File: config.mk
export PLATFORM = sky130hd
export DESIGN_NAME = seg_display_arbiter
export DESIGN_NICKNAME = d
export VERILOG_FILES = /design/src/rtl/seg_display_arbiter.sv
export SDC_FILE = /design/constraint.sdc
export NUM_CORES = 1
export LEC_CHECK = 0
export ABC_AREA = 1
export CAP_MARGIN = 10
export CORE_MARGIN = 10
export CORE_UTILIZATION = 39
export CTS_CLUSTER_DIAMETER = 150
export DETAILED_ROUTE_END_ITERATION = 16
export PLACE_DENSITY = 0.82
export SYNTH_ARGS = -nofsm -noshare
export SYNTH_HDL_FRONTEND = slang
export SYNTH_SLANG_ARGS = --single-unit
File: constraint.sdc
create_clock -name clk -period 1.9 [get_ports clk]
set_input_delay 0.19 -clock clk [delete_from_list [all_inputs] [get_ports clk]]
set_output_delay 0.19 -clock clk [all_outputs]
set_load 0.02 [all_outputs]
File: src/rtl/seg_display_arbiter.sv
// Round-robin arbiter sharing an 8-digit seven-segment display among four requesters,
// with a minimum hold time counted in slow display ticks.
module seg_display_arbiter #(
    parameter int unsigned HOLD_TICKS = 4,
    parameter int unsigned CNT_W      = 4
) (
    input  logic         clk,
    input  logic         rst,
    input  logic         tick_src,
    input  logic [3:0]   req,
    input  logic [127:0] data,
    output logic [3:0]   gnt,
    output logic [1:0]   owner,
    output logic         busy,
    output logic [3:0]   dig7,
    output logic [3:0]   dig6,
    output logic [3:0]   dig5,
    output logic [3:0]   dig4,
    output logic [3:0]   dig3,
    output logic [3:0]   dig2,
    output logic [3:0]   dig1,
    output logic [3:0]   dig0
);

    typedef enum logic [1:0] {
        StIdle,
        StGrant,
        StSwitch
    } state_e;

    localparam logic [CNT_W-1:0] HoldInit = CNT_W'(HOLD_TICKS);

    state_e           state_q, state_d;
    logic             tick_src_q;
    logic             tick;
    logic [CNT_W-1:0] cnt_q, cnt_d;
    logic [1:0]       rr_ptr_q, rr_ptr_d;
    logic [1:0]       owner_q, owner_d;
    logic [3:0]       gnt_q, gnt_d;
    logic             busy_q, busy_d;
    logic [31:0]      dig_q, dig_d;

    logic             rr_found;
    logic [1:0]       rr_idx;
    logic [1:0]       cand;
    logic [31:0]      owner_word;
    logic             others_req;

    assign tick       = tick_src & ~tick_src_q;
    assign owner_word = data[{owner_q, 5'b00000} +: 32];
    assign others_req = |(req & ~gnt_q);

    // Search starts just after the pointer, so the previous owner is considered last.
    always_comb begin
        rr_found = 1'b0;
        rr_idx   = rr_ptr_q;
        cand     = rr_ptr_q;
        for (int i = 1; i <= 4; i++) begin
            cand = rr_ptr_q + 2'(i);
            if (!rr_found && req[cand]) begin
                rr_found = 1'b1;
                rr_idx   = cand;
            end
        end
    end

    always_comb begin
        state_d  = state_q;
        cnt_d    = cnt_q;
        rr_ptr_d = rr_ptr_q;
        owner_d  = owner_q;
        gnt_d    = gnt_q;
        busy_d   = busy_q;
        dig_d    = dig_q;

        case (state_q)
            StIdle, StSwitch: begin
                if (rr_found) begin
                    state_d  = StGrant;
                    gnt_d    = 4'b0001 << rr_idx;
                    owner_d  = rr_idx;
                    rr_ptr_d = rr_idx;
                    busy_d   = 1'b1;
                    cnt_d    = HoldInit;
                end else begin
                    state_d = StIdle;
                    gnt_d   = 4'b0000;
                    busy_d  = 1'b0;
                end
            end
            StGrant: begin
                dig_d = owner_word;
                if (tick && (cnt_q != '0)) begin
                    cnt_d = cnt_q - CNT_W'(1);
                end
                // An owner drop wins over expiry; both lead to the same break cycle.
                if (!req[owner_q] || ((cnt_q == '0) && others_req)) begin
                    state_d = StSwitch;
                    gnt_d   = 4'b0000;
                    busy_d  = 1'b0;
                end
            end
            default: begin
                state_d = StIdle;
                gnt_d   = 4'b0000;
                busy_d  = 1'b0;
            end
        endcase
    end

    always_ff @(posedge clk or negedge rst) begin
        if (!rst) begin
            state_q    <= StIdle;
            tick_src_q <= 1'b0;
            cnt_q      <= '0;
            rr_ptr_q   <= 2'd3;
            owner_q    <= 2'd0;
            gnt_q      <= 4'b0000;
            busy_q     <= 1'b0;
            dig_q      <= 32'h0;
        end else begin
            state_q    <= state_d;
            tick_src_q <= tick_src;
            cnt_q      <= cnt_d;
            rr_ptr_q   <= rr_ptr_d;
            owner_q    <= owner_d;
            gnt_q      <= gnt_d;
            busy_q     <= busy_d;
            dig_q      <= dig_d;
        end
    end

    assign gnt   = gnt_q;
    assign owner = owner_q;
    assign busy  = busy_q;
    assign dig7  = dig_q[31:28];
    assign dig6  = dig_q[27:24];
    assign dig5  = dig_q[23:20];
    assign dig4  = dig_q[19:16];
    assign dig3  = dig_q[15:12];
    assign dig2  = dig_q[11:8];
    assign dig1  = dig_q[7:4];
    assign dig0  = dig_q[3:0];

endmodule

==> results of run 1 <==
==> flip-flops by register name (all words and copies together), names as in the netlist <==
signal,cells
cnt_q,4
dig_q,32
gnt,4
owner,2
rr_ptr_q,2
state_q,2
tick_src_q,1
==> what timing repair did <==
action,4_1_cts,5_1_grt
hold buffers,1,0
endpoints found under the hold margin,21,0
endpoints found under the setup margin,0,8
buffers inserted,0,2
==> through the flow <==
step	hold WS (ps)	area, um^2	setup slack, ps	util, %	total power, mW
finish	368.0	5011	160.6	65.19	7.575
global route	365.5	5011	23.44	65.19	8.278
CTS	362.2	4996	81.90	64.99	7.629
detailed placement	213.8	4886	104.9	63.56	6.960
global placement	202.4	4886	195.1	63.56	6.795
floorplan	-105.6	3073	344.1	-	5.108
==> per-layer routing <==
layer	wire, um	share of wire, %
met5	0	0
met2	5514	49
met4	293	2.6
met1	4224	38
met3	1159	10
==> layout make-up <==
cell class,count,area share [%]
clock buffers,8,1.998
inverters,20,1.498
multi-input cells,369,33.41
flip-flops and latches,47,23.55
well taps,102,2.547
repair buffers,188,37.00
==> worst paths after layout <==
| check | slack (ps) | end | start | cells past startpoint |
|---|---|---|---|---|
| worst max-delay path | 160 | owner[0] | rr_ptr_q[0] | 11 |
| min in group asynchronous | 410 | gnt[0] | rst | 2 |
| max in group asynchronous | 900 | dig_q[23] | rst | 3 |
| worst min register to register | 540 | rr_ptr_q[1] | rr_ptr_q[1] | 2 |
| worst min-delay path | 370 | tick_src_q | tick_src | 1 |
| worst max register to register | 160 | owner[0] | rr_ptr_q[0] | 11 |
==> worst register-to-register path, delay by kind of cell (launching register included) <==
kind / cells / cell delay (ps)
buffers and inverters: 2 / 190
DFF: 1 / 600
and+or+nand+nor: 8 / 780
AOI/OAI and AO/OA: 1 / 70
==> cell families after synthesis <==
family                     count (synthesis)
adders and majority gates                  1
buffers and inverters                     50
AOI/OAI and AO/OA                        112
and+or+nand+nor                          255
DFF                                       47
xor gates and xnor gates                   1
==> report_power, final <==
group	switching [mW]	leakage (nW)	total (mW)	internal (mW)
clock network	0.315	0.0515	0.647	0.332
logic	3.00	1.55	5.10	2.10
registers	0.332	0.538	1.83	1.50
total	3.65	2.14	7.58	3.93
==> synth_stat cells <==
cell	n	share of area (%)
sky130_fd_sc_hd__inv_2	5	0.61
sky130_fd_sc_hd__buf_2	14	2.3
sky130_fd_sc_hd__ha_1	1	0.41
sky130_fd_sc_hd__xnor2_1	1	0.29
sky130_fd_sc_hd__o21ai_0	70	11
sky130_fd_sc_hd__nor2_4	1	0.37
sky130_fd_sc_hd__nor3_1	1	0.16
sky130_fd_sc_hd__nor2_1	167	20
sky130_fd_sc_hd__or2_2	2	0.41
sky130_fd_sc_hd__inv_1	15	1.8
sky130_fd_sc_hd__nand2_4	3	1.1
sky130_fd_sc_hd__o21ai_2	1	0.29
sky130_fd_sc_hd__nand3_1	12	2.0
sky130_fd_sc_hd__o22ai_1	2	0.41
sky130_fd_sc_hd__buf_4	2	0.49
sky130_fd_sc_hd__dfrtp_1	45	37
sky130_fd_sc_hd__nand3_2	1	0.33
sky130_fd_sc_hd__clkbuf_1	11	1.3
sky130_fd_sc_hd__buf_6	1	0.37
sky130_fd_sc_hd__o21ai_1	5	0.81
sky130_fd_sc_hd__a21oi_1	2	0.33
sky130_fd_sc_hd__nand3_4	1	0.57
sky130_fd_sc_hd__nand2_2	6	1.2
sky130_fd_sc_hd__dfstp_2	2	1.7
sky130_fd_sc_hd__nor2_2	1	0.20
sky130_fd_sc_hd__a31oi_1	32	6.5
sky130_fd_sc_hd__buf_1	2	0.24
sky130_fd_sc_hd__nand2_1	60	7.3
==> results.py, run 1 <==
metrics = {
    "worst_setup_path": {
        "worst-endpoint-required_ps": 2080,
        "critPathMaxStageDelay_ps": 600,
        "critical_path_buf_inv_count": 2,
        "cp_slowest_cell": "sky130_fd_sc_hd__dfstp_2",
        "critPathKind": "reg -> reg",
        "crit_path_max_fanout": 11,
        "timing.critical_path.max_delay_family": "simple AND/OR/NAND/NOR gates",
        "start_kind": "flip-flop",
        "critPathArrivalTime_ps": 1920,
        "end_kind": "flip-flop",
        "crit_chain": "inv_2 > nand2_1 > nand2_1 > nand2_2 > nand2_4 > nor2_4 > nand3_2 > nand2_4 > inv_2 > nand2_2 > o21ai_1",
    },
    "drt": {
        "detail_route.wl_per_cell_um": 15.25,
        "avg_vias_per_cell": 4.973,
        "dr.first_iter.drc_count": 121,
        "route.detailed.drc": 0,
        "drt_first_pass_iters": 4,
        "routed_wl_um": 11190,
        "antenna_violating_nets_post_route": 0,
        "via_count": 3650,
    },
    "synth": {
        "synthDistinctLibCells": 28,
        "combinational_family_with_the_most_area_after_synthesis": "simple AND/OR/NAND/NOR gates",
        "synthXorXnorAreaFrac_pct": 0.2850,
        "postSynthNetCount": 602,
        "cells_after_synthesis": 466,
        "ys_seq_area_share_pct": 38.36,
        "syn_avg_cell_area_um2": 6.594,
        "yosys-mux-area-fraction_pct": 0,
        "synth_warnings": 0,
        "mappedNetlistArea_mm2": 0.003073,
        "synth-compound-area-share_pct": 19.75,
        "synth_simple_gate_area_share_pct": 34.04,
        "synth_seq_cells": 47,
        "synth_adder_area_share_pct": 0.4072,
    },
    "layout": {
        "n_antenna_cell": 0,
        "syn2layout_area_growth_pct": 63.07,
        "design.final.nets": 767,
        "multi_input_comb_area_mm2": 0.001674,
        "final.fill_count": 675,
        "share_of_cells_above_drive_strength_1_pct": 7.437,
        "most-common-layout-cells": "172 x sky130_fd_sc_hd__clkdlybuf4s50_1, 167 x sky130_fd_sc_hd__nor2_1, 70 x sky130_fd_sc_hd__o21ai_0, 60 x sky130_fd_sc_hd__nand2_1, 44 x sky130_fd_sc_hd__dfrtp_1",
        "post_layout_nonfiller_instances": 734,
        "layout.cells.most_common": "sky130_fd_sc_hd__clkdlybuf4s50_1",
        "sequential_standard_cell_area_mm2": 0.001180,
    },
    "die": {
        "die-area_mm2": 0.01183,
        "fp.dieW_um": 108.8,
        "initial_core_util_pct": 39.97,
        "top_level_ports": 174,
        "fp.dieH_um": 108.8,
        "core_area_mm2": 0.007687,
        "placement_rows": 32,
    },
    "timing": {
        "min_period_ps": 1739,
        "timing.clock.skew_ps": 4.642,
        "report.final.setup_viol": 0,
        "timing_worst_slew_pin_value_ps": 555.4,
        "fmaxAchievable_ghz": 0.5749,
        "relSlewSlack_pct": 62.97,
        "maxSlewViolCount": 0,
        "timing.final.crit_share_pct": 91.55,
        "finalHoldViolations": 0,
        "finalSetupTns_ps": 0,
        "grt_setup_unrepaired": "no",
    },
    "clock_network": {
        "tritoncts": "yes",
        "cts_max_level": 2,
        "cts-buffers-inserted": 5,
        "cts-resized-gates": 0,
        "root_buffer": "sky130_fd_sc_hd__clkbuf_8",
        "clk_pin_slew_ps": 80,
        "worstSkewPairLatency_ps": 290,
        "cts.path.max_buffers": 2,
        "cts.sinks": 47,
    },
    "worst_hold_path": {
        "timing.hold.worst.class": "in -> reg",
    },
    "global_routing": {
        "first_global_vias": 3648,
        "antenna_found_initial": 0,
        "maximum_number_of_pins_on_one_net_before_global_route_repair": 49,
        "first_pass_grt_wire_length_um": 17570,
        "gr-usage-met3_pct": 7.670,
        "use_met1_pct": 19.75,
        "gr-usage-met2_pct": 31.98,
        "globalRouteOverflowTotal": 0,
        "grt_busiest_layer": "met2",
        "grt_usage_pct": 18.31,
    },
    "power_and_ir_drop": {
        "vdd_drop_max_mv": 0.7013,
        "power_leakage_nw": 2.137,
        "cellPowerDensity_mw_per_mm2": 1512,
    },
    "place": {
        "port_buffers": 173,
        "dpl.cell_count": 723,
        "final_weighted_congestion_of_routability_driven_global_placement": 0.9090,
        "dp_hpwl_um": 9212,
    },
    "flow_run": {
        "timing.max_cap.violations": 0,
    },
    "status": {
        "status": "completed",
    },
}
Note: power is estimated with default switching activity, not from simulation.
==> inputs of run 2 (changes only) <==
--- a/config.mk
+++ b/config.mk
@@ -7,11 +7,11 @@
 export LEC_CHECK = 0
 export ABC_AREA = 1
 export CAP_MARGIN = 10
-export CORE_MARGIN = 10
 export CORE_UTILIZATION = 39
 export CTS_CLUSTER_DIAMETER = 150
 export DETAILED_ROUTE_END_ITERATION = 16
 export PLACE_DENSITY = 0.82
+export SLEW_MARGIN = 20
 export SYNTH_ARGS = -nofsm -noshare
 export SYNTH_HDL_FRONTEND = slang
 export SYNTH_SLANG_ARGS = --single-unit
==> run 2 against run 1 <==
  * Setup slack worse by 25 ps
  * Die area shrank 30%
  * Combinational power grew 1%
  * Sequential power about the same
  * Global-route usage grew 6.3 points
  * Design area decreased by 0.17%
  * Flip-flop and latch count did not move
  * Maximum frequency fell by 1.4%
  * First-iteration DRC count is 73% higher
  * Worst hold slack worse by 4.5 ps
  * Non-clock buffer count unchanged
  * Wire length down 10%
  * Highest routed layer unchanged
==> results.py, run 2 (synthesis gave the netlist of run 1 again) <==
metrics = {
    "layout": {
        "final.fill_count": 694,
        "most-common-layout-cells": "172 x sky130_fd_sc_hd__clkdlybuf4s50_1, 167 x sky130_fd_sc_hd__nor2_1, 70 x sky130_fd_sc_hd__o21ai_0, 60 x sky130_fd_sc_hd__nand2_1, 44 x sky130_fd_sc_hd__dfrtp_1",
        "syn2layout_area_growth_pct": 62.79,
        "share_of_cells_above_drive_strength_1_pct": 7.278,
        "design.final.nets": 767,
        "post-route-util_pct": 65.07,
        "largest_register_ffs": 32,
        "finish.instance_area_mm2": 0.005002,
        "layout.cells.most_common": "sky130_fd_sc_hd__clkdlybuf4s50_1",
        "n_antenna_cell": 0,
        "largest-register": "dig_q",
    },
    "drt": {
        "routed_wl_um": 10060,
        "avg_vias_per_cell": 5.079,
        "detail_route.wl_per_cell_um": 13.71,
        "drt_first_pass_iters": 5,
        "via_count": 3728,
        "antenna_violating_nets_post_route": 0,
        "dr.first_iter.drc_count": 209,
        "route.detailed.drc": 0,
    },
    "timing": {
        "grt_setup_unrepaired": "no",
        "timing.clock.skew_ps": 2.772,
        "finalSetupTns_ps": 0,
        "report.final.setup_viol": 0,
        "timing_worst_slew_pin_value_ps": 611.0,
        "relSlewSlack_pct": 59.26,
        "timing.hold.ws_ps": 363.5,
        "timing.final.crit_share_pct": 92.86,
        "fmaxAchievable_ghz": 0.5668,
        "maxSlewViolCount": 0,
        "finalHoldViolations": 0,
        "min_period_ps": 1764,
    },
    "clock_network": {
        "root_buffer": "sky130_fd_sc_hd__clkbuf_8",
        "cts.path.max_buffers": 2,
        "tritoncts": "yes",
        "worstSkewPairLatency_ps": 300,
        "cts.sinks": 47,
        "clk_pin_slew_ps": 90,
        "cts_max_level": 2,
        "cts-buffers-inserted": 5,
    },
    "power_and_ir_drop": {
        "power_leakage_nw": 2.132,
        "vdd_drop_max_mv": 0.5776,
        "cellPowerDensity_mw_per_mm2": 1510,
    },
    "worst_setup_path": {
        "worst-endpoint-required_ps": 2080,
        "start_kind": "flip-flop",
        "crit_path_max_fanout": 11,
        "crit_chain": "inv_2 > nand2_1 > nand2_1 > nand2_2 > nand2_4 > nor2_4 > nand3_2 > nand2_4 > inv_2 > nand2_2 > o21ai_1",
        "critPathArrivalTime_ps": 1950,
        "end_kind": "flip-flop",
        "critPathKind": "reg -> reg",
        "critPathMaxStageDelay_ps": 600,
        "cp_slowest_cell": "sky130_fd_sc_hd__dfstp_2",
    },
    "die": {
        "placement_rows": 32,
        "fp.dieW_um": 90.77,
        "initial_core_util_pct": 39.97,
        "core_area_mm2": 0.007687,
        "fp.dieH_um": 90.77,
        "die-area_mm2": 0.008238,
        "top_level_ports": 174,
    },
    "global_routing": {
        "maximum_number_of_pins_on_one_net_before_global_route_repair": 48,
        "grt_usage_pct": 24.59,
        "globalRouteOverflowTotal": 0,
        "first_pass_grt_wire_length_um": 16300,
        "antenna_found_initial": 0,
        "first_global_vias": 3519,
    },
    "place": {
        "final_weighted_congestion_of_routability_driven_global_placement": 0.8333,
        "placed_cell_area_mm2": 0.004891,
        "port_buffers": 173,
        "dp_hpwl_um": 7648,
    },
    "flow_run": {
        "timing.max_cap.violations": 0,
    },
    "status": {
        "status": "completed",
    },
    "worst_hold_path": {
        "timing.hold.worst.class": "in -> reg",
    },
}
[run 2: path summary, 6_finish.rpt]
path,start,to,slack [ps],depth (start not counted)
setup / recovery,rr_ptr_q[0],owner[0],140,11
hold / removal,tick_src,tick_src_q,360,1
setup reg to reg,rr_ptr_q[0],owner[0],140,11
hold reg to reg,rr_ptr_q[1],rr_ptr_q[1],540,2
max in group asynchronous,rst,dig_q[26],930,3
min in group asynchronous,rst,dig_q[7],430,2
[run 2: power breakdown]
part           switching, mW  internal (mW)
registers              0.302           1.50
logic                   3.04           2.12
clock network          0.341          0.259
[run 2: worst max-delay path, delay by kind of cell (launching register included)]
| kind | cells | cell delay (ps) |
|---|---|---|
| AO/OA/AOI/OAI | 1 | 60 |
| buffers and inverters | 2 | 200 |
| AND/OR/NAND/NOR | 8 | 790 |
| flip-flops | 1 | 600 |
[run 2: cell type report]
type	count	area (um^2)	share of cell area, %
clock buffer	7	76.32	1.526
clock inverter	1	5.005	0.1000
inverter	20	75.07	1.501
multi-input combinational	369	1674	33.47
sequential	47	1180	23.59
tap	102	127.6	2.551
timing repair buffer	188	1864	37.27
[run 2: routing by layer]
metal	global-route usage, %	vias to the layer above	share of wire, %	routed length, um
met2	43.94	152	50	5017
met3	5.303	14	6.6	661
li1	-	1848	-	-
met4	6.989	0	1.4	145
met5	0	-	0	0
met1	29.47	1714	42	4239
[run 2: through the flow]
step,power [mW],worst slack [ps],instances
2_1_floorplan,5.108,344.1,466
3_3_place_gp,6.760,177.8,722
3_5_place_dp,6.916,101.2,722
4_1_cts,7.534,79.15,731
5_1_grt,8.223,30.57,734
6_report,7.553,135.7,734
[run 2: timing repair]
| item | 4_1_cts | 5_1_grt |
|---|---|---|
| hold endpoints to repair | 21 | 0 |
| buffers inserted | 0 | 3 |
| setup endpoints to repair | 0 | 12 |
| hold buffers | 1 | 0 |
| gates resized for setup | 0 | 0 |
==> inputs of run 3 (changes only) <==
--- a/config.mk
+++ b/config.mk
@@ -9,6 +9,7 @@
 export CAP_MARGIN = 10
 export CORE_UTILIZATION = 39
 export CTS_CLUSTER_DIAMETER = 150
+export CTS_CLUSTER_SIZE = 25
 export DETAILED_ROUTE_END_ITERATION = 16
 export PLACE_DENSITY = 0.82
 export SLEW_MARGIN = 20
==> results of run 3 <==
The final DEF is identical to that of run 2; final timing and power are the same.
